$ cat src/rtl/jellyvl_synctimer_lock_ctl.sv
// Synctimer lock controller: turns raw sync samples into override or tracking
// corrections for the adjust block, and keeps lock status with hysteresis and
// a sync-loss watchdog.
module jellyvl_synctimer_lock_ctl #(
    parameter int TIMER_WIDTH   = 64,
    parameter int CALC_WIDTH    = 32,
    parameter int PHASE_WIDTH   = 32,
    parameter int COUNT_WIDTH   = 8,
    parameter int TIMEOUT_WIDTH = 32
) (
    input  logic                     clk,
    input  logic                     reset,
    input  logic                     enable,
    input  logic [PHASE_WIDTH-1:0]   param_phase_threshold,
    input  logic [COUNT_WIDTH-1:0]   param_lock_count,
    input  logic [COUNT_WIDTH-1:0]   param_unlock_count,
    input  logic [TIMEOUT_WIDTH-1:0] param_timeout,
    input  logic [TIMER_WIDTH-1:0]   local_time,
    input  logic [TIMER_WIDTH-1:0]   sync_time,
    input  logic                     sync_valid,
    output logic                     correct_override,
    output logic [TIMER_WIDTH-1:0]   correct_time,
    output logic                     correct_valid,
    output logic                     status_locked,
    output logic [1:0]               status_state
);

    localparam int CMP_WIDTH = (CALC_WIDTH + 1 > PHASE_WIDTH) ? CALC_WIDTH + 1 : PHASE_WIDTH;

    typedef enum logic [1:0] {
        IDLE    = 2'd0,
        ACQUIRE = 2'd1,
        TRACK   = 2'd2,
        LOCKED  = 2'd3
    } state_t;

    state_t                   state;
    logic [COUNT_WIDTH-1:0]   good_cnt;
    logic [COUNT_WIDTH-1:0]   bad_cnt;
    logic [TIMEOUT_WIDTH-1:0] wd_cnt;

    logic [CALC_WIDTH-1:0]    err;
    logic [CALC_WIDTH:0]      err_ext;
    logic [CALC_WIDTH:0]      err_abs;
    logic                     err_min;
    logic                     sample_good;
    logic [COUNT_WIDTH-1:0]   good_inc;
    logic [COUNT_WIDTH-1:0]   bad_inc;
    logic [COUNT_WIDTH-1:0]   lock_lim;
    logic [COUNT_WIDTH-1:0]   unlock_lim;
    logic [TIMEOUT_WIDTH-1:0] wd_inc;
    logic                     timeout_hit;

    // Phase error on the low timer bits, sample quality, saturating counter increments and limits
    always_comb begin
        err         = sync_time[CALC_WIDTH-1:0] - local_time[CALC_WIDTH-1:0];
        err_ext     = {err[CALC_WIDTH-1], err};
        err_abs     = err[CALC_WIDTH-1] ? (~err_ext + (CALC_WIDTH+1)'(1)) : err_ext;
        err_min     = err[CALC_WIDTH-1] && (err[CALC_WIDTH-2:0] == '0);
        sample_good = !err_min && (CMP_WIDTH'(err_abs) <= CMP_WIDTH'(param_phase_threshold));
        good_inc    = (good_cnt == '1) ? good_cnt : good_cnt + COUNT_WIDTH'(1);
        bad_inc     = (bad_cnt == '1) ? bad_cnt : bad_cnt + COUNT_WIDTH'(1);
        lock_lim    = (param_lock_count == '0) ? COUNT_WIDTH'(1) : param_lock_count;
        unlock_lim  = (param_unlock_count == '0) ? COUNT_WIDTH'(1) : param_unlock_count;
        wd_inc      = (wd_cnt == '1) ? wd_cnt : wd_cnt + TIMEOUT_WIDTH'(1);
        timeout_hit = (param_timeout != '0) && (wd_cnt >= param_timeout);
    end

    assign status_state = state;

    // Lock state machine with registered correction strobe, override flag, time and lock status
    always_ff @(posedge clk) begin
        if (reset) begin
            state            <= IDLE;
            good_cnt         <= '0;
            bad_cnt          <= '0;
            wd_cnt           <= '0;
            correct_valid    <= 1'b0;
            correct_override <= 1'b0;
            correct_time     <= '0;
            status_locked    <= 1'b0;
        end else begin
            correct_valid    <= 1'b0;
            correct_override <= 1'b0;
            wd_cnt           <= wd_inc;
            if (!enable) begin
                state         <= IDLE;
                good_cnt      <= '0;
                bad_cnt       <= '0;
                wd_cnt        <= '0;
                status_locked <= 1'b0;
            end else begin
                case (state)
                    IDLE: begin
                        state    <= ACQUIRE;
                        good_cnt <= '0;
                        bad_cnt  <= '0;
                        wd_cnt   <= '0;
                    end
                    ACQUIRE: begin
                        if (sync_valid) begin
                            correct_valid    <= 1'b1;
                            correct_override <= 1'b1;
                            correct_time     <= sync_time;
                            good_cnt         <= '0;
                            wd_cnt           <= '0;
                            state            <= TRACK;
                        end
                    end
                    TRACK: begin
                        if (sync_valid) begin
                            correct_valid <= 1'b1;
                            correct_time  <= sync_time;
                            wd_cnt        <= '0;
                            if (sample_good) begin
                                good_cnt <= good_inc;
                                if (good_inc >= lock_lim) begin
                                    state         <= LOCKED;
                                    bad_cnt       <= '0;
                                    status_locked <= 1'b1;
                                end
                            end else begin
                                correct_override <= 1'b1;
                                good_cnt         <= '0;
                            end
                        end else if (timeout_hit) begin
                            state  <= ACQUIRE;
                            wd_cnt <= '0;
                        end
                    end
                    LOCKED: begin
                        if (sync_valid) begin
                            correct_valid <= 1'b1;
                            correct_time  <= sync_time;
                            wd_cnt        <= '0;
                            if (sample_good) begin
                                bad_cnt <= '0;
                            end else if (bad_inc >= unlock_lim) begin
                                correct_override <= 1'b1;
                                good_cnt         <= '0;
                                bad_cnt          <= '0;
                                state            <= TRACK;
                                status_locked    <= 1'b0;
                            end else begin
                                bad_cnt <= bad_inc;
                            end
                        end else if (timeout_hit) begin
                            state         <= ACQUIRE;
                            wd_cnt        <= '0;
                            status_locked <= 1'b0;
                        end
                    end
                    default: begin
                        state <= IDLE;
                    end
                endcase
            end
        end
    end

endmodule

$ cat config.mk
export PLATFORM = sky130hd
export DESIGN_NAME = jellyvl_synctimer_lock_ctl
export DESIGN_NICKNAME = d
export VERILOG_FILES = /design/src/rtl/jellyvl_synctimer_lock_ctl.sv
export SDC_FILE = /design/constraint.sdc
export NUM_CORES = 1
export LEC_CHECK = 0
export CAP_MARGIN = 5
export CELL_PAD_IN_SITES_DETAIL_PLACEMENT = 0
export CELL_PAD_IN_SITES_GLOBAL_PLACEMENT = 1
export CORE_MARGIN = 8
export CORE_UTILIZATION = 35
export CTS_BUF_LIST = sky130_fd_sc_hd__clkbuf_2
export DETAILED_ROUTE_END_ITERATION = 7
export PLACE_DENSITY_LB_ADDON = 0.2
export SYNTH_ARGS = -nofsm -noshare
export SYNTH_HDL_FRONTEND = slang
export SYNTH_SLANG_ARGS = --single-unit
$ cat constraint.sdc
create_clock -name clk -period 7.2 [get_ports clk]
set_input_delay 0.72 -clock clk [delete_from_list [all_inputs] [get_ports clk]]
set_output_delay 0.72 -clock clk [all_outputs]
set_load 0.005 [all_outputs]
## Word level (Yosys, flattened, before mapping)

Index checks and enable logic that the tools add are counted.

| operators by class | value |
|---|---|
| muxes and demuxes | 48 |
| reduce and logical (&&, ||, !) cells | 20 |
| add/sub/neg operators | 5 |
| $lt $le $gt $ge | 4 |
| bitwise logic cells | 3 |
| equal/unequal tests | 18 |

Operator list:

| operator | number |
|---|---|
| 2-to-1 mux 32 bit | 4 |
| 2-to-1 mux 8 bit | 16 |
| case mux 32 bit (3 select lines) | 1 |
| adder 33 x 1 -> 33 bit (second input constant) | 1 |
| <= comparator 33 x 32 -> 1 bit | 1 |
| 2-to-1 mux 33 bit | 1 |
| NOT 33 bit | 1 |
| adder 32 x 1 -> 32 bit (second input constant) | 1 |
| equality test 32 bit (second input constant) | 1 |
| >= comparator 32 bit | 1 |
| case mux 8 bit (4 select lines) | 1 |
| nonzero test 32 bit | 1 |
| subtractor 32 bit | 1 |
| logical NOT 31 bit | 1 |
| case mux 8 bit (3 select lines) | 1 |
| adder 8 x 1 -> 8 bit (second input constant) | 2 |
| equality test 8 bit (second input constant) | 2 |
| >= comparator 8 bit | 2 |
| logical NOT 8 bit | 2 |
| 2-to-1 mux 2 bit | 8 |
| inequality test 3 bit (second input constant) | 5 |
| AND reduction 5 bit | 3 |
| inequality test 2 bit (second input constant) | 7 |
| 2-to-1 mux 1 bit | 13 |
| 15 further kinds | 21 |

| word-level totals | value |
|---|---|
| output and inout bits | 69 |
| logic and storage cells | 106 |
| register bits | 117 |
| input bits | 212 |

## Logic depth before layout (Yosys ltp)

Gate-level depths: netlist of run 1.

| logic depth | value |
|---|---|
| depth after elaboration | 9 |
| mapped depth | 28 |

## Worst setup path after synthesis of run 1

No wires, ideal clock.

| timing path | value |
|---|---|
| kind | input-to-reg |
| start point | in sync_time[0] |
| end point | reg bad_cnt[5] |
| slack | 0.548 ns |
| data required time | 7.129 ns |
| data arrival time | 6.582 ns |
| cell stages on the path | 28 |
| buffers on the path | 1 |
| setup time | 0.071 ns |
| cells stage by stage | inv_1 > ha_1 > fa_1 > nand2b_1 > a21o_1 > a21oi_1 > xnor2_1 > o211ai_1 > nor4_1 > nand2b_1 > nor3_1 > nand2_1 > nor3_1 > a31oi_1 > xor2_1 > ha_1 > nand2_1 > nor2_1 > nand4_1 > or4_1 > or4_1 > o21ai_0 > a31oi_2 > a211oi_2 > o21ai_4 > buf_6 > or3b_1 > a21oi_1 |

| on the way | value |
|---|---|
| longest elaborated chain between the ends | 9 |

RTL lines:

| what | RTL line | RTL |
|---|---|---|
| from (decl) | 19 | `input logic [TIMER_WIDTH-1:0] sync_time,` |
| subtractor 32 bit (*) | 56 | `err = sync_time[CALC_WIDTH-1:0] - local_time[CALC_WIDTH-1:0];` |
| NOT 33 bit | 58 | `err_abs = err[CALC_WIDTH-1] ? (~err_ext + (CALC_WIDTH+1)'(1)) : err_ext;` |
| adder 33 x 1 -> 33 bit | 58 |  |
| 2-to-1 mux 33 bit | 58 |  |
| <= comparator 33 x 32 -> 1 bit | 60 | `sample_good = !err_min && (CMP_WIDTH'(err_abs) <= CMP_WIDTH'(param_phase_threshold));` |
| logical AND 1 bit (*) | 60 |  |
| 2-to-1 mux 8 bit | 136 | `if (sample_good) begin` |
| 2-to-1 mux 8 bit | 132 | `if (sync_valid) begin` |
| case mux 8 bit (3 select lines) | 93 | `case (state)` |
| to (signal assigned) | 145 | `bad_cnt <= bad_inc;` |
| to (decl) | 39 | `logic [COUNT_WIDTH-1:0] bad_cnt;` |

Mark *: on every way between the ends. The rest lies on a longest branch, timed or not. The select of a mux whose other input is x is not followed.
A chain may end at the register's enable or synchronous reset.

## Worst setup path in the final report of run 1

| timing path | value |
|---|---|
| start point | in sync_time[0] |
| end point | reg bad_cnt[3] |

Same word-level chain as after synthesis.

==> results.json, run 1 <==
{
  "cts_sinks": 117,
  "finalSetupViolCount": 0,
  "grt_start_max_net_pins": 68,
  "power.density_mw_per_mm2": 141,
  "cp.arrival_ns": 7.23,
  "finalHoldViolCount": 0,
  "nNetsFinal": 1943,
  "cts_max_path_buffers": 2,
  "wl_per_cell_um": 14.8,
  "post-dp-hpwl_um": 24000,
  "cp_top_family": "simple AND/OR/NAND/NOR gates",
  "syn_inst": 1322,
  "crit_slowest_cell": "or4_1",
  "fp.dieH_um": 183,
  "grt_pass1_vias": 9820,
  "top_layer_used": "met4",
  "cts_tree": "done",
  "area_delta_synth_final_pct": 36.0,
  "final_util_pct": 48.0,
  "met1Wirelength_um": 13200,
  "final_cell_count_no_fill": 2008,
  "syn-num-nets": 1650,
  "die-width_um": 183,
  "io_pins": 281,
  "antenna_found_initial": 2,
  "grtUsageTotal_pct": 17.5,
  "fin_ws_ns": 0.644,
  "max-cap-violations": 0,
  "clk_pin_slew_ns": 0.19,
  "dp.cells": 1974,
  "path_max_fanout": 9,
  "rsz0062_at_grt": "false",
  "netlist_area_mm2": 0.00976,
  "tightest_slew_ns": 1.10,
  "worst-endpoint-required_ns": 7.87,
  "drtPass1Iterations": 5,
  "routabilityCongestion": 0.838,
  "status": "finished, final reports clean",
  "synth_area_per_cell_um2": 7.39,
  "h-tree-depth": 4,
  "clk_latency_ns": 0.74,
  "drt-total-wl_um": 29800,
  "vias": 9872,
  "path_class": "in2reg",
  "min_period_over_period_pct": 91.1,
  "place_ws_ns": -0.293,
  "synth_cell_type_count": 79,
  "finalHoldWorstSlack_ns": 0.464,
  "ys_async_sr_fraction_pct": 0,
  "cp-end-kind": "flip-flop",
  "critical-path-max-stage-delay_ns": 0.55,
  "routed-wl-met2_um": 14400,
  "cts_root_buffer": "clkbuf_2",
  "worst_slew_margin_rel_pct": 26.3,
  "synth_edf_count": 0,
  "ys_seq_elements": 117,
  "wl_met3_um": 1860,
  "synthFlopType": "dfxtp_1",
  "cts_buffers": 17,
  "drcViolationCount": 0,
  "start_kind": "input pin",
  "dr.first_iter.drc_count": 361,
  "num_rows": 61,
  "cp.buffers_inverters": 4,
  "skew_ns": 0.0423,
  "max_freq_ghz": 0.153,
  "portBuffers": 248,
  "initial_core_util_pct": 35.3,
  "yosysSeqAreaShare_pct": 24.0,
  "drv_slew": 0,
  "coreArea_mm2": 0.0276,
  "gr-total-overflow": 0,
  "ir_drop_v": 0.0000705,
  "grt_pass1_wl_um": 48100,
  "postCtsHoldBufs": 0,
  "vias_per_cell": 4.92,
  "post-route-min-period_ns": 6.56,
  "drive_above_1_share_pct": 8.23,
  "dieArea_mm2": 0.0335,
  "leakage_nw": 5.58,
  "worstHoldPathType": "reg2reg",
  "yosys_warnings": 0,
  "ant_nets": 0,
  "cpMostUsedCell": "nor2_1"
}
==> power by group <==
part / switching (mW) / internal, mW / total, mW
sequential: 0.00638 / 0.658 / 0.665
combinational: 0.387 / 0.394 / 0.781
clock: 0.302 / 0.124 / 0.426
==> registers in the layout, summed over array words and instances (netlist names) <==
register,count
wd_cnt,32
bad_cnt,8
status_state,2
correct_time,64
correct_valid,1
status_locked,1
good_cnt,8
correct_override,1
==> routing by layer <==
metal	vias to the layer above	global-route usage, %
met1	4482	20.8
li1	5175	-
met2	196	30.4
met5	-	0
met4	0	3.90
met3	19	5.66
==> through the flow <==
| step | total power, mW | setup TNS [ns] | instance area [um2] |
|---|---|---|---|
| after global routing | 2.02 | 0 | 13300 |
| after global placement | 1.45 | -1.38 | 13000 |
| after CTS | 1.91 | 0 | 13300 |
| after floorplan | 1.16 | 0 | 9760 |
| final | 1.87 | 0 | 13300 |
| after detailed placement | 1.46 | -3.34 | 13000 |
==> worst paths after layout <==
check | from | endpoint | slack (ns) | cells past startpoint
max | sync_time[0] | bad_cnt[3]$_SDFFE_PP0P_ | 0.64 | 29
min | correct_time[31]$_SDFFE_PP0P_ | correct_time[31]$_SDFFE_PP0P_ | 0.46 | 2
max reg2reg | good_cnt[0]$_SDFFE_PP0P_ | bad_cnt[0]$_SDFFE_PP0P_ | 3.39 | 17
min reg2reg | correct_time[31]$_SDFFE_PP0P_ | correct_time[31]$_SDFFE_PP0P_ | 0.46 | 2
==> tightest hold or removal path: stages (launching register included) <==
cell and delay (ns):
dfxtp_1 0.34, nand2_1 0.05, a21oi_1 0.05
==> synthesized netlist by cell type (12+ instances only) <==
cell / n / share of area (%)
o21ai_0: 47 / 2.4
nor3_1: 14 / 0.72
nand2b_1: 20 / 1.3
nor2_1: 111 / 4.3
nand4_1: 27 / 1.7
a21o_1: 35 / 2.7
clkbuf_1: 31 / 1.2
ha_1: 115 / 15
nor2b_1: 16 / 1.0
o21a_1: 12 / 0.92
a21oi_1: 141 / 7.2
inv_1: 119 / 4.6
nor4_1: 16 / 1.0
xor2_1: 46 / 4.1
nand2_1: 220 / 8.5
dfxtp_1: 117 / 24
nand3_1: 24 / 1.2
xnor2_1: 49 / 4.4
==> placed cells by master, fill, tap and decap left out, drive strengths merged, types with 10 or more instances in the layout <==
cell type / count
clkdlybuf4s50: 247
nand2: 220
a21oi: 144
inv: 121
dfxtp: 117
ha: 115
nor2: 111
buf: 68
o21ai: 56
xnor2: 49
xor2: 46
a21o: 35
nand4: 27
nand3: 24
nand2b: 21
clkbuf: 17
nor4: 17
nor2b: 16
nor3: 15
o21a: 12
a31oi: 12
a211oi: 11
and3: 10
==> final cells by class <==
| class | count | area [um2] |
|---|---|---|
| fillers | 2833 | 14400 |
| clock buffers | 17 | 85.1 |
| repair buffers | 315 | 2980 |
| well taps | 378 | 473 |
| clock inverters | 15 | 133 |
| flip-flops and latches | 117 | 2340 |
| inverters | 120 | 450 |
| multi-input cells | 1044 | 6810 |
| diodes | 2 | 5.00 |
==> cell families (layout without fill, tap and decap cells) <==
group                    after synthesis  in the layout  share of synthesized area [%]
AND/OR/NAND/NOR                      497            497                           23.8
multiplexers                           7              7                          0.743
flip-flops                           117            117                           24.0
other                                  0              2                              0
adder cells (fa/ha/maj)              116            116                           14.9
buffers and inverters                161            467                           6.56
AO/OA/AOI/OAI                        329            329                           21.5
XOR/XNOR                              95             95                           8.52
==> timing repair <==
action                                  in CTS  in global routing
resized for setup                            0                  2
endpoints found under the setup margin       0                 15
buffers inserted                             0                  0
Power figures use the tool's default switching activity.
==> run 2, diff against run 1 <==
--- a/config.mk
+++ b/config.mk
@@ -12,7 +12,7 @@
 export CORE_UTILIZATION = 35
 export CTS_BUF_LIST = sky130_fd_sc_hd__clkbuf_2
 export DETAILED_ROUTE_END_ITERATION = 7
-export PLACE_DENSITY_LB_ADDON = 0.2
+export PLACE_DENSITY = 0.81
 export SYNTH_ARGS = -nofsm -noshare
 export SYNTH_HDL_FRONTEND = slang
 export SYNTH_SLANG_ARGS = --single-unit
==> constraint.sdc (replaced) <==
create_clock -name clk -period 6.5 [get_ports clk]
set_input_delay 0.65 -clock clk [delete_from_list [all_inputs] [get_ports clk]]
set_output_delay 0.65 -clock clk [all_outputs]
set_load 0.005 [all_outputs]
==> run 2 against run 1 <==
Against the previous run:
- non-clock buffer count up 97
- critical path depth unchanged
- routed wire length grew 2.6%
- global-route usage grew 0.19 points
- critical path type unchanged
- worst hold slack worse by 0.0015 ns
- register-to-register slack worse by 0.82 ns
- combinational power increased by 25%
- final area rose by 6.6%
- setup slack worse by 0.43 ns
- clock skew fell by 0.013 ns
- highest routed layer unchanged
- flip-flop and latch count did not move
==> results.json, run 2 (synthesized netlist as in run 1, its figures left out) <==
{
  "min_to": "correct_time[37]$_SDFFE_PP0P_",
  "wl_per_cell_um": 14.5,
  "clk_latency_ns": 0.70,
  "place_area_mm2": 0.0138,
  "die-width_um": 183,
  "worst-endpoint-required_ns": 7.10,
  "reg2reg_slack_ns": 2.57,
  "dr.first_iter.drc_count": 395,
  "crit_slowest_cell": "or4_4",
  "fp.dieH_um": 183,
  "largest_register_ff_count": 64,
  "gr-total-overflow": 0,
  "leakage_nw": 6.12,
  "finalHoldWorstSlack_ns": 0.463,
  "grt_pass1_vias": 10250,
  "drtPass1Iterations": 5,
  "drt-total-wl_um": 30500,
  "portBuffers": 248,
  "num_rows": 61,
  "final_cell_mix": "clkdlybuf4s50_1 (247), nand2_1 (219), buf_4 (164), a21oi_1 (140), inv_1 (119)",
  "tightest_slew_ns": 1.00,
  "largest-register": "correct_time",
  "initial_core_util_pct": 35.3,
  "routabilityCongestion": 0.849,
  "cp.arrival_ns": 6.89,
  "max_freq_ghz": 0.159,
  "grt_pass1_wl_um": 48900,
  "r2r_end": "bad_cnt[0]$_SDFFE_PP0P_",
  "vias": 10211,
  "worstHoldPathType": "in2reg",
  "finalHoldViolCount": 0,
  "post-dp-hpwl_um": 25000,
  "cts_root_buffer": "clkbuf_2",
  "drv_slew": 0,
  "power.density_mw_per_mm2": 162,
  "vias_per_cell": 4.85,
  "cts_max_path_buffers": 2,
  "nFillCells": 2806,
  "final_util_pct": 51.2,
  "clk_pin_slew_ns": 0.21,
  "cp-end-kind": "flip-flop",
  "status": "finished, final reports clean",
  "path_class": "in2reg",
  "path_max_fanout": 5,
  "start_kind": "input pin",
  "cts_buffers": 17,
  "min_period_over_period_pct": 96.7,
  "antenna_found_initial": 1,
  "cts_sinks": 117,
  "drive_above_1_share_pct": 13.9,
  "coreArea_mm2": 0.0276,
  "regArea_mm2": 0.00234,
  "worst_slew_margin_rel_pct": 33.0,
  "r2r_start": "good_cnt[0]$_SDFFE_PP0P_",
  "grt_start_max_net_pins": 68,
  "ir_drop_v": 0.000128,
  "h-tree-depth": 4,
  "max-cap-violations": 0,
  "dieArea_mm2": 0.0335,
  "fin_ws_ns": 0.216,
  "area_delta_synth_final_pct": 45.0,
  "stdcell_area_mm2": 0.0142,
  "post-route-min-period_ns": 6.28,
  "layout_commonest_cell": "clkdlybuf4s50_1",
  "multiInputGateArea_mm2": 0.00689,
  "io_pins": 281,
  "grtUsageTotal_pct": 17.7,
  "nNetsFinal": 2041,
  "finalSetupViolCount": 0,
  "critical-path-max-stage-delay_ns": 0.56,
  "place_ws_ns": -0.831,
  "hold_start": "sync_time[37]",
  "min_path_cells": 3,
  "drcViolationCount": 0,
  "cts_tree": "done",
  "fin_setup_tns_ns": 0,
  "top_regs": "correct_time x64, wd_cnt x32",
  "r2r_cells": 17,
  "ant_nets": 0,
  "skew_ns": 0.0298
}
run 2: area by class of cell:
type,count,share of cell area (%)
Antenna cell,1,0.0177
Clock buffer,20,0.707
Clock inverter,11,1.29
Inverter,120,3.18
Multi-Input combinational cell,1045,48.7
Sequential cell,117,16.5
Tap cell,378,3.34
Timing Repair Buffer,412,26.2
run 2: repair_timing:
| action | 4_1_cts | 5_1_grt |
|---|---|---|
| endpoints found under the hold margin | 0 | 0 |
| pin swaps | 0 | 9 |
| gates cloned | 0 | 1 |
| buffers inserted | 0 | 4 |
| endpoints found under the setup margin | 4 | 19 |
| resized for setup | 1 | 16 |
| hold buffers | 0 | 0 |
run 2: layer usage:
metal  part of all wire [%]  vias to the layer above  GRT usage (%)
li1                       -                     5369              -
met1                     42                     4610           19.8
met2                     49                      215           31.9
met3                    7.2                       17           6.39
met4                   0.89                        0           3.58
met5                      0                        -              0
run 2: power by group:
| part | total (mW) | internal [mW] | switching, mW |
|---|---|---|---|
| Clock | 0.582 | 0.290 | 0.292 |
| Combinational | 0.979 | 0.518 | 0.461 |
| Sequential | 0.736 | 0.729 | 0.00724 |
run 2: how the worst max path moves through the flow:
stage / startpoint / to / slack (ns) / depth (start not counted)
2_1_floorplan: sync_time[0] / bad_cnt[5]$_SDFFE_PP0P_ / 0.04 / 28
3_3_place_gp: sync_time[0] / bad_cnt[1]$_SDFFE_PP0P_ / -0.59 / 28
3_5_place_dp: sync_time[0] / bad_cnt[4]$_SDFFE_PP0P_ / -0.83 / 28
4_1_cts: sync_time[0] / bad_cnt[4]$_SDFFE_PP0P_ / 0.02 / 29
5_1_grt: local_time[5] / bad_cnt[0]$_SDFFE_PP0P_ / -0.09 / 28
6_report: sync_time[0] / bad_cnt[4]$_SDFFE_PP0P_ / 0.22 / 29
run 2: stage by stage:
step                cells  power, mW
floorplan            1322       1.28
global placement     2067       1.70
detailed placement   2067       1.72
CTS                  2098       2.32
global route         2104       2.46
finish               2104       2.30
run 2: worst max-delay path: cells and delay by family:
kind	cells	cell delay (ns)
adder cells (fa/ha/maj)	3	0.83
AO/OA/AOI/OAI	10	1.61
XOR/XNOR	1	0.19
AND/OR/NAND/NOR	11	2.84
buffers and inverters	4	0.75
